===== src/rtl/fir_sym_pkg.sv =====
// fir_sym_pkg: shared constants and width helpers for the symmetric FIR.
//   add_mode_e    : adder selection for the product-sum tree.
//   clog2/acc_w   : elaboration-time width helpers.
//   COEF_INIT_DEF : reset coefficients c[0..4], outermost tap first.
package fir_sym_pkg;

  typedef enum logic [0:0] {
    ADD_EXACT  = 1'b0,
    ADD_APPROX = 1'b1
  } add_mode_e;

  // Approximate cell: fixed 16-bit width, low APPROX_LOW bits are OR-ed.
  localparam int APPROX_W   = 16;
  localparam int APPROX_LOW = 4;

  localparam int COEF_INIT_DEF [5] = '{2, 0, 6, 18, -32};

  function automatic int clog2(input int n);
    int r;
    r = 0;
    while ((1 << r) < n) r++;
    return r;
  endfunction

  // Full-precision accumulator width: pre-add growth (+1) plus sum growth.
  function automatic int acc_w(input int data_w, input int coef_w, input int nuniq);
    return data_w + coef_w + 1 + clog2(nuniq);
  endfunction

endpackage


===== src/rtl/fir_add_cell.sv =====
// fir_add_cell: one two-input adder of the product-sum chain.
//   MODE = ADD_EXACT  : plain W-bit wrap-around add.
//   MODE = ADD_APPROX : 16-bit lower-part-OR adder. The low APPROX_LOW bits
//                       are a|b; the upper part is an exact add whose
//                       carry-in is guessed from the top low-part bits.
// Ports: a_i, b_i (W-bit operands), s_o (W-bit sum).
module fir_add_cell
  import fir_sym_pkg::*;
#(
  parameter int W    = 16,
  parameter int MODE = 0
) (
  input  logic [W-1:0] a_i,
  input  logic [W-1:0] b_i,
  output logic [W-1:0] s_o
);

  if (MODE == int'(ADD_APPROX)) begin : g_approx
    localparam int L = APPROX_LOW;
    logic carry;
    assign carry       = a_i[L-1] & b_i[L-1];
    assign s_o[L-1:0]  = a_i[L-1:0] | b_i[L-1:0];
    assign s_o[W-1:L]  = a_i[W-1:L] + b_i[W-1:L] + {{(W-L-1){1'b0}}, carry};
  end else begin : g_exact
    assign s_o = a_i + b_i;
  end

endmodule


===== src/rtl/fir_sym_pipe.sv =====
// fir_sym_pipe: pipelined symmetric (linear-phase) FIR filter.
// Ports:
//   clk, rstN (sync, active low), flush (sync clear, keeps coefficients)
//   in_valid, x           : input sample stream
//   coef_we, coef_addr,
//   coef_wdata            : runtime coefficient write port
//   out_valid, y, out_sat : filtered output, saturation flag for this output
//   sat_sticky            : any saturation since last reset/flush
// Handshake: no backpressure. Every edge with in_valid=1 (and no reset or
// flush) accepts x; exactly three edges later out_valid pulses for one cycle
// with that sample's result. y/out_sat hold between pulses.
module fir_sym_pipe
  import fir_sym_pkg::*;
#(
  parameter int NTAPS     = 9,
  parameter int DATA_W    = 16,
  parameter int COEF_W    = 16,
  parameter int OUT_SHIFT = 0,
  parameter int ADD_MODE  = 0,
  parameter int COEF_INIT [(NTAPS+1)/2] = COEF_INIT_DEF
) (
  input  logic                          clk,
  input  logic                          rstN,
  input  logic                          flush,
  input  logic                          in_valid,
  input  logic [DATA_W-1:0]             x,
  input  logic                          coef_we,
  input  logic [clog2((NTAPS+1)/2)-1:0] coef_addr,
  input  logic [COEF_W-1:0]             coef_wdata,
  output logic                          out_valid,
  output logic [DATA_W-1:0]             y,
  output logic                          out_sat,
  output logic                          sat_sticky
);

  localparam int NUNIQ   = (NTAPS + 1) / 2;
  localparam int AW      = clog2(NUNIQ);
  localparam int P_W     = DATA_W + 1;
  localparam int PROD_W  = P_W + COEF_W;
  localparam int ACC_W   = acc_w(DATA_W, COEF_W, NUNIQ);
  localparam bit APPROX  = (ADD_MODE == int'(ADD_APPROX));
  localparam int SUM_W   = APPROX ? APPROX_W : ACC_W;
  localparam int HALF_SH = (OUT_SHIFT > 0) ? OUT_SHIFT - 1 : 0;
  localparam logic signed [ACC_W:0] RND_HALF =
    (OUT_SHIFT > 0) ? ((ACC_W+1)'(1) << HALF_SH) : '0;
  localparam logic signed [ACC_W:0] Y_MAX = {{(ACC_W+2-DATA_W){1'b0}}, {(DATA_W-1){1'b1}}};
  localparam logic signed [ACC_W:0] Y_MIN = {{(ACC_W+2-DATA_W){1'b1}}, {(DATA_W-1){1'b0}}};

  if (NTAPS < 3 || (NTAPS % 2) == 0) begin : g_bad_ntaps
    $error("fir_sym_pipe: NTAPS must be odd and >= 3");
  end
  if (OUT_SHIFT < 0 || OUT_SHIFT > COEF_W) begin : g_bad_shift
    $error("fir_sym_pipe: OUT_SHIFT out of range");
  end
  if (APPROX && !(DATA_W == 16 && COEF_W == 16 && OUT_SHIFT == 0)) begin : g_bad_approx
    $error("fir_sym_pipe: ADD_MODE=1 needs DATA_W=16, COEF_W=16, OUT_SHIFT=0");
  end

  logic signed [COEF_W-1:0] coef_q [NUNIQ];
  logic signed [DATA_W-1:0] d_q    [NTAPS];
  logic signed [P_W-1:0]    pre    [NUNIQ];
  logic signed [PROD_W-1:0] prod_d [NUNIQ];
  logic signed [PROD_W-1:0] prod_q [NUNIQ];
  logic        [SUM_W-1:0]  term   [NUNIQ];
  logic        [SUM_W-1:0]  sum_d  [NUNIQ];
  logic signed [SUM_W-1:0]  acc_q;
  logic signed [ACC_W:0]    rnd;
  logic        [DATA_W-1:0] y_d, y_q;
  logic                     sat_d, out_sat_q, sat_sticky_q;
  logic                     smp_v_q, s1_v_q, s2_v_q, out_v_q;

  // Coefficients: a write lands at its edge, so S1 at that same edge still
  // multiplies by the old value. Out-of-range addresses match no entry.
  always_ff @(posedge clk) begin
    if (!rstN) begin
      for (int k = 0; k < NUNIQ; k++) coef_q[k] <= COEF_W'(COEF_INIT[k]);
    end else if (coef_we) begin
      for (int k = 0; k < NUNIQ; k++)
        if (coef_addr == AW'(k)) coef_q[k] <= coef_wdata;
    end
  end

  // S1: fold symmetric taps, then one multiply per unique coefficient.
  always_comb begin
    for (int k = 0; k < NUNIQ - 1; k++)
      pre[k] = P_W'(d_q[k]) + P_W'(d_q[NTAPS-1-k]);
    pre[NUNIQ-1] = P_W'(d_q[NUNIQ-1]);
    for (int k = 0; k < NUNIQ; k++)
      prod_d[k] = PROD_W'(pre[k]) * PROD_W'(coef_q[k]);
  end

  // S2: serial chain of adder cells. Exact mode sign-extends the products to
  // SUM_W; approximate mode keeps only their low 16 bits.
  for (genvar k = 0; k < NUNIQ; k++) begin : g_term
    assign term[k] = SUM_W'(prod_q[k]);
  end
  assign sum_d[0] = term[0];
  for (genvar k = 1; k < NUNIQ; k++) begin : g_chain
    fir_add_cell #(.W(SUM_W), .MODE(ADD_MODE)) u_add (
      .a_i (sum_d[k-1]),
      .b_i (term[k]),
      .s_o (sum_d[k])
    );
  end

  // S3: round half up, arithmetic shift, saturate. One extra bit keeps the
  // rounding add from overflowing.
  always_comb begin
    rnd   = ((ACC_W+1)'(acc_q) + RND_HALF) >>> OUT_SHIFT;
    y_d   = rnd[DATA_W-1:0];
    sat_d = 1'b0;
    if (APPROX) begin
      y_d = DATA_W'(acc_q);
    end else if (rnd > Y_MAX) begin
      y_d   = Y_MAX[DATA_W-1:0];
      sat_d = 1'b1;
    end else if (rnd < Y_MIN) begin
      y_d   = Y_MIN[DATA_W-1:0];
      sat_d = 1'b1;
    end
  end

  always_ff @(posedge clk) begin
    if (!rstN || flush) begin
      for (int k = 0; k < NTAPS; k++) d_q[k] <= '0;
      for (int k = 0; k < NUNIQ; k++) prod_q[k] <= '0;
      acc_q        <= '0;
      smp_v_q      <= 1'b0;
      s1_v_q       <= 1'b0;
      s2_v_q       <= 1'b0;
      out_v_q      <= 1'b0;
      y_q          <= '0;
      out_sat_q    <= 1'b0;
      sat_sticky_q <= 1'b0;
    end else begin
      if (in_valid) begin
        d_q[0] <= x;
        for (int k = 1; k < NTAPS; k++) d_q[k] <= d_q[k-1];
      end
      for (int k = 0; k < NUNIQ; k++) prod_q[k] <= prod_d[k];
      acc_q   <= sum_d[NUNIQ-1];
      smp_v_q <= in_valid;
      s1_v_q  <= smp_v_q;
      s2_v_q  <= s1_v_q;
      out_v_q <= s2_v_q;
      if (s2_v_q) begin
        y_q       <= y_d;
        out_sat_q <= sat_d;
        if (sat_d) sat_sticky_q <= 1'b1;
      end
    end
  end

  assign out_valid  = out_v_q;
  assign y          = y_q;
  assign out_sat    = out_sat_q;
  assign sat_sticky = sat_sticky_q;

endmodule


===== config.mk =====
export PLATFORM = sky130hd
export DESIGN_NAME = fir_sym_pipe
export DESIGN_NICKNAME = d
export VERILOG_FILES = /design/src/rtl/fir_sym_pkg.sv /design/src/rtl/fir_add_cell.sv /design/src/rtl/fir_sym_pipe.sv
export SDC_FILE = /design/constraint.sdc
export NUM_CORES = 2
export LEC_CHECK = 0
export ABC_AREA = 1
export BUFFER_PORTS_ARGS = -buffer_cell sky130_fd_sc_hd__buf_2
export CORE_ASPECT_RATIO = 1.4
export CORE_MARGIN = 2
export CORE_UTILIZATION = 60
export CTS_CLUSTER_DIAMETER = 100
export CTS_CLUSTER_SIZE = 8
export DETAILED_ROUTE_END_ITERATION = 16
export PLACE_DENSITY = 0.76
export SLEW_MARGIN = 20
export SYNTH_ARGS = -nofsm -noshare
export SYNTH_HDL_FRONTEND = slang
export SYNTH_SLANG_ARGS = --single-unit
export TNS_END_PERCENT = 5

===== constraint.sdc =====
create_clock -name clk -period 7.43 [get_ports clk]
set_input_delay 1.1145 -clock clk [delete_from_list [all_inputs] [get_ports clk]]
set_output_delay 1.1145 -clock clk [all_outputs]
set_load 0.005 [all_outputs]

### Word-level counts from Yosys, hierarchy flattened

Memories as Yosys holds them, arrays and structs flattened.
Index checks and enable logic that the tools add are counted.

| storage, ports and cells | value |
|---|---|
| RAM bits | 389 |
| flip-flop bits (word level) | 58 |
| memories | 3 |
| output and inout bits | 19 |

Memories:

| memory | words | width | rd ports | clocked after memory_dff | write ports | RTL line | text |
|---|---|---|---|---|---|---|---|
| prod_q | 5 | 33 | 5 | 0 | 5 | fir_sym_pipe.sv:63 | `logic signed [PROD_W-1:0] prod_q [NUNIQ];` |
| d_q | 9 | 16 | 9 | 0 | 9 | fir_sym_pipe.sv:60 | `logic signed [DATA_W-1:0] d_q [NTAPS];` |
| coef_q | 5 | 16 | 5 | 0 | 5 | fir_sym_pipe.sv:59 | `logic signed [COEF_W-1:0] coef_q [NUNIQ];` |

| cells by class | value |
|---|---|
| magnitude comparators | 2 |
| bitwise gates (word level) | 19 |
| $mul | 5 |
| eq/ne operators | 4 |
| reduce and logical (&&, ||, !) cells | 4 |
| muxes and demuxes | 50 |
| add/subtract/negate cells | 8 |

Operators by type and width:

| kind | number |
|---|---|
| 2-to-1 mux 16 bit | 16 |
| 2-to-1 mux 33 bit | 5 |
| multiplier 17 x 16 -> 33 bit | 4 |
| adder 16 x 16 -> 17 bit | 4 |
| adder 35 x 33 -> 36 bit | 1 |
| adder 36 bit | 1 |
| > comparator 36 x 16 -> 1 bit, second input constant | 1 |
| < comparator 36 x 16 -> 1 bit, second input constant | 1 |
| adder 34 x 33 -> 35 bit | 1 |
| adder 33 x 33 -> 34 bit | 1 |
| multiplier 16 x 16 -> 32 bit | 1 |
| 2-to-1 mux 1 bit | 29 |
| OR 1 bit | 19 |
| == test 3 x 2 -> 1 bit, second input constant | 2 |
| == test 3 x 1 -> 1 bit, second input constant | 1 |
| == test 3 bit, second input constant | 1 |
| zero test 3 bit | 1 |
| AND reduction 2 bit | 1 |
| zero test 1 bit | 1 |
| logical OR 1 bit | 1 |

### Depth between registers and ports, before layout

| logic depth | value |
|---|---|
| depth in word-level cells | 6 |
| mapped depth | 39 |
| mapped depth without buffers | 39 |

### Cells and area by module

A second synthesis with hierarchy kept.

| unflattened totals | value |
|---|---|
| cell total of the unflattened synthesis | 11,018 |
| area total of the unflattened synthesis | 81,886.0 um2 |

By module, submodules not included:

| module | instances | cells each | area each (um2) |
|---|---|---|---|
| fir_sym_pipe | 1 | 9,006 | 71,956.5 |
| fir_add_cell | 4 | 503 | 2,482.4 |

### Worst setup path after synthesis

No wires, ideal clock.

| timing | value |
|---|---|
| path kind | register to register |
| start | memory d_q[2][0], in the netlist d_q[0][32] |
| end | memory prod_q[0][98] (netlist bit) |
| setup time | 0.113 ns |
| arrival | 6.415 ns |
| cell stages (with the launch flop) | 35 |
| path buffers | 1 |
| period minus slack after synthesis | 6.528 ns |
| slack | 0.902 ns |
| required time | 7.317 ns |
| path through | edfxtp_1 > ha_1 > inv_1 > fa_1 > inv_1 > nand3_1 > nand2_1 > nand2_1 > nand2_1 > nand3_1 > nand2_1 > nand2_1 > nand2_2 > buf_6 > nor2_1 > fa_1 > inv_1 > fa_1 > inv_1 > fa_1 > fa_1 > fa_1 > inv_1 > fa_1 > inv_1 > ha_1 > nand2_1 > nor2_1 > inv_1 > o21ai_0 > a21oi_1 > nand2_1 > nand2_1 > nand2_1 > nor2_1 |

RTL lines:

| what | RTL line |
|---|---|
| start: declaration | fir_sym_pipe.sv:60 |
| end: declaration | fir_sym_pipe.sv:63 |

==> results.yml <==
place:
  place_hpwl_um: 216700
  port_buffers: 58
  globalplace.congestion: 1.049
  postPlaceCellArea_sq_mm: 0.07903
timing:
  worst_slew_pin_slew_ps: 1171
  finClkSkew_ps: 37.78
  fin_crit_ps: 7279
  slew_headroom: 0.2166
  finalCritPeriodShare: 0.9797
  rsz0062_at_grt: "true"
  hold_viol: 0
  maxSlewViolCount: 0
  setup_violations: 0
  max_freq_mhz: 137.4
final_layout:
  fill_cells: 10700
  area_delta_synth_final_pct: 8.342
  drive_gt1_frac: 0.06972
  finalNetCount: 11540
  layout_commonest_cell: "inv_1"
  mostFrequentLayoutCells: "inv_1, nand2_1, fa_1, nor2_1, ha_1"
  final_area_sq_mm: 0.08166
logic_synthesis:
  ys_warn_count: 0
  synth_area_sq_mm: 0.07537
  synth_nets: 11320
  yosys.area.top_type: "fa_1"
  netlist-cell-type-count: 52
  synthCells: 9293
  yosysTopAreaCellShare: 0.3910
  seq_area_frac_synth: 0.1482
  synth-main-ff-cell: "edfxtp_1"
  async_flop_share: 0
  synth-seq-cells: 446
  synth_edf_count: 224
  avgSynthCellArea_sq_um: 8.110
  synth_area_leaders: "fa_1, inv_1, nand2_1, edfxtp_1, ha_1"
critical_path:
  cpMostUsedCell: "nand2_1"
  crit_fanout: 8
  critical_path.startpoint_type: "flop"
  worst-setup-path-type: "reg2reg"
  cp_slowest_cell: "fa_1"
  rr_startpoint: "d_q[0][48]"
  crit_required_ps: 8030
  reg2reg_to: "prod_q[0][118]"
  ff2ff_path_depth: 36
  crit_path_end_kind: "flop"
  cp-startpoint: "d_q[0][48]"
  cp.arrival_ps: 7880
  rrSetupSlack_ps: 150
  crit_path_max_incr_delay_ps: 520
job:
  maxCapViolations: 0
route:
  ant_nets: 0
  drt_first_pass_iters: 7
  vias_per_cell: 5.561
  drt-wirelength-per-cell_um: 22.72
  post-route-drc-count: 0
  via_count: 62170
  wl_um: 254000
  drtIter0Drc: 5531
global_route:
  antenna_found_initial: 25
  grt_pass1_wl_um: 387500
  grt_max_degree: 97
  grtUsageTotal: 0.4109
  overflow: 0
  first_global_vias: 66620
clocking:
  clock-root-buffer: "clkbuf_16"
  cts.sinks: 446
  numCtsBuffers: 70
  cts_max_path_buffers: 3
  insertion_delay_ps: 690
  hold_buffers: 0
  htree_num_levels: 3
  cts_tree: "built"
  clk_pin_slew_worst_paths_ps: 50
die:
  die_w_um: 303.5
  io_pins: 59
  core-area_sq_mm: 0.1244
  dieHeight_um: 423.4
  fp.dieArea_sq_mm: 0.1285
  start_util: 0.6057
  row_count: 153
outcome:
  status: "finished, final reports clean"
min_path:
  hold_depth: 2
  min-delay-start: "s1_v_q"
  holdCritPathClass: "reg2reg"
  min_to: "s2_v_q"
[registers in the layout, indices dropped and copies added, names as in the netlist]
register / flops
out_sat: 1
d_q: 144
out_valid: 1
s1_v_q: 1
smp_v_q: 1
sat_sticky: 1
prod_q: 164
y: 16
acc_q: 36
s2_v_q: 1
coef_q: 80
[layer usage]
metal	routed length, um	vias up	global-route usage
li1	-	27780	-
met1	86110	30480	0.4559
met2	119000	2876	0.6682
met3	20900	1005	0.08816
met4	27850	22	0.3512
met5	146	-	0
[how the worst max path moves through the flow]
stage                                end  slack, ps  cells past startpoint
after floorplan            prod_q[0][98]        900                     34
after global placement    prod_q[0][124]       -160                     33
after detailed placement  prod_q[0][124]       -190                     27
after CTS                  prod_q[0][97]          9                     32
after global routing      prod_q[0][121]       -150                     40
final                     prod_q[0][118]        150                     36
[repair_timing]
action | 4_1_cts | 5_1_grt
buffers inserted | 0 | 10
gates resized for setup | 13 | 111
gates cloned | 0 | 1
pin swaps | 0 | 8
endpoints found under the setup margin | 13 | 66
[through the flow]
stage | utilization | TNS (ps) | cells | hold WS, ps | worst slack, ps
floorplan | - | 0 | 9293 | 393.6 | 901.9
global placement | 0.6351 | -172.4 | 11050 | 398.8 | -163.6
detailed placement | 0.6351 | -387.0 | 11050 | 401.4 | -187.2
CTS | 0.6523 | 0 | 11150 | 409.0 | 9.450
global route | 0.6561 | -3012 | 11170 | 419.8 | -154.3
finish | 0.6562 | 0 | 11180 | 407.7 | 150.8
[critical path: cells and delay by family (launching register included)]
kind	cells	cell delay [ps]
flops	1	350
simple gates	17	2000
xor+xnor	1	270
buf+inv	9	690
fa+ha+maj	9	3900
[logic make-up (layout without fill, tap and decap cells)]
kind of cell,count (synthesis),count (layout),share of synthesized area
AOI/OAI and AO/OA,642,642,0.04579
DFF,446,446,0.1482
adders and majority gates,1989,1989,0.4768
buffers and inverters,2593,2837,0.1307
other,0,14,0
and+or+nand+nor,3558,3559,0.1901
xor gates and xnor gates,65,65,0.008400
[layout make-up]
type	count	area [sq um]	area share
diodes	14	35.03	0.0004290
clock buffers	85	1839	0.02252
clock inverters	16	264.0	0.003233
inverters	2382	8959	0.1097
multi-input cells	6255	54760	0.6705
flip-flops and latches	446	11170	0.1368
well taps	1627	2036	0.02493
repair buffers	354	2599	0.03183
[cells in the mapped netlist, types with 6 or more instances]
library cell,n
a21o_1,13
a21oi_1,361
a31oi_1,8
buf_2,18
buf_6,10
clkbuf_1,174
clkinv_1,7
dfxtp_1,222
edfxtp_1,224
fa_1,1472
ha_1,517
inv_1,2351
inv_2,22
nand2_1,1945
nand2_2,37
nand2_4,6
nand3_1,277
nand3_2,10
nand3b_1,26
nand4_1,47
nor2_1,1126
nor2_4,7
nor3_1,37
o21a_1,30
o21ai_0,181
o21bai_1,25
or2_2,16
xnor2_1,29
xor2_1,29
xor2_2,6
Power is left out: the tool's default activity adds up to more than one toggle a clock period on the data nets, which glitch-free logic cannot reach.
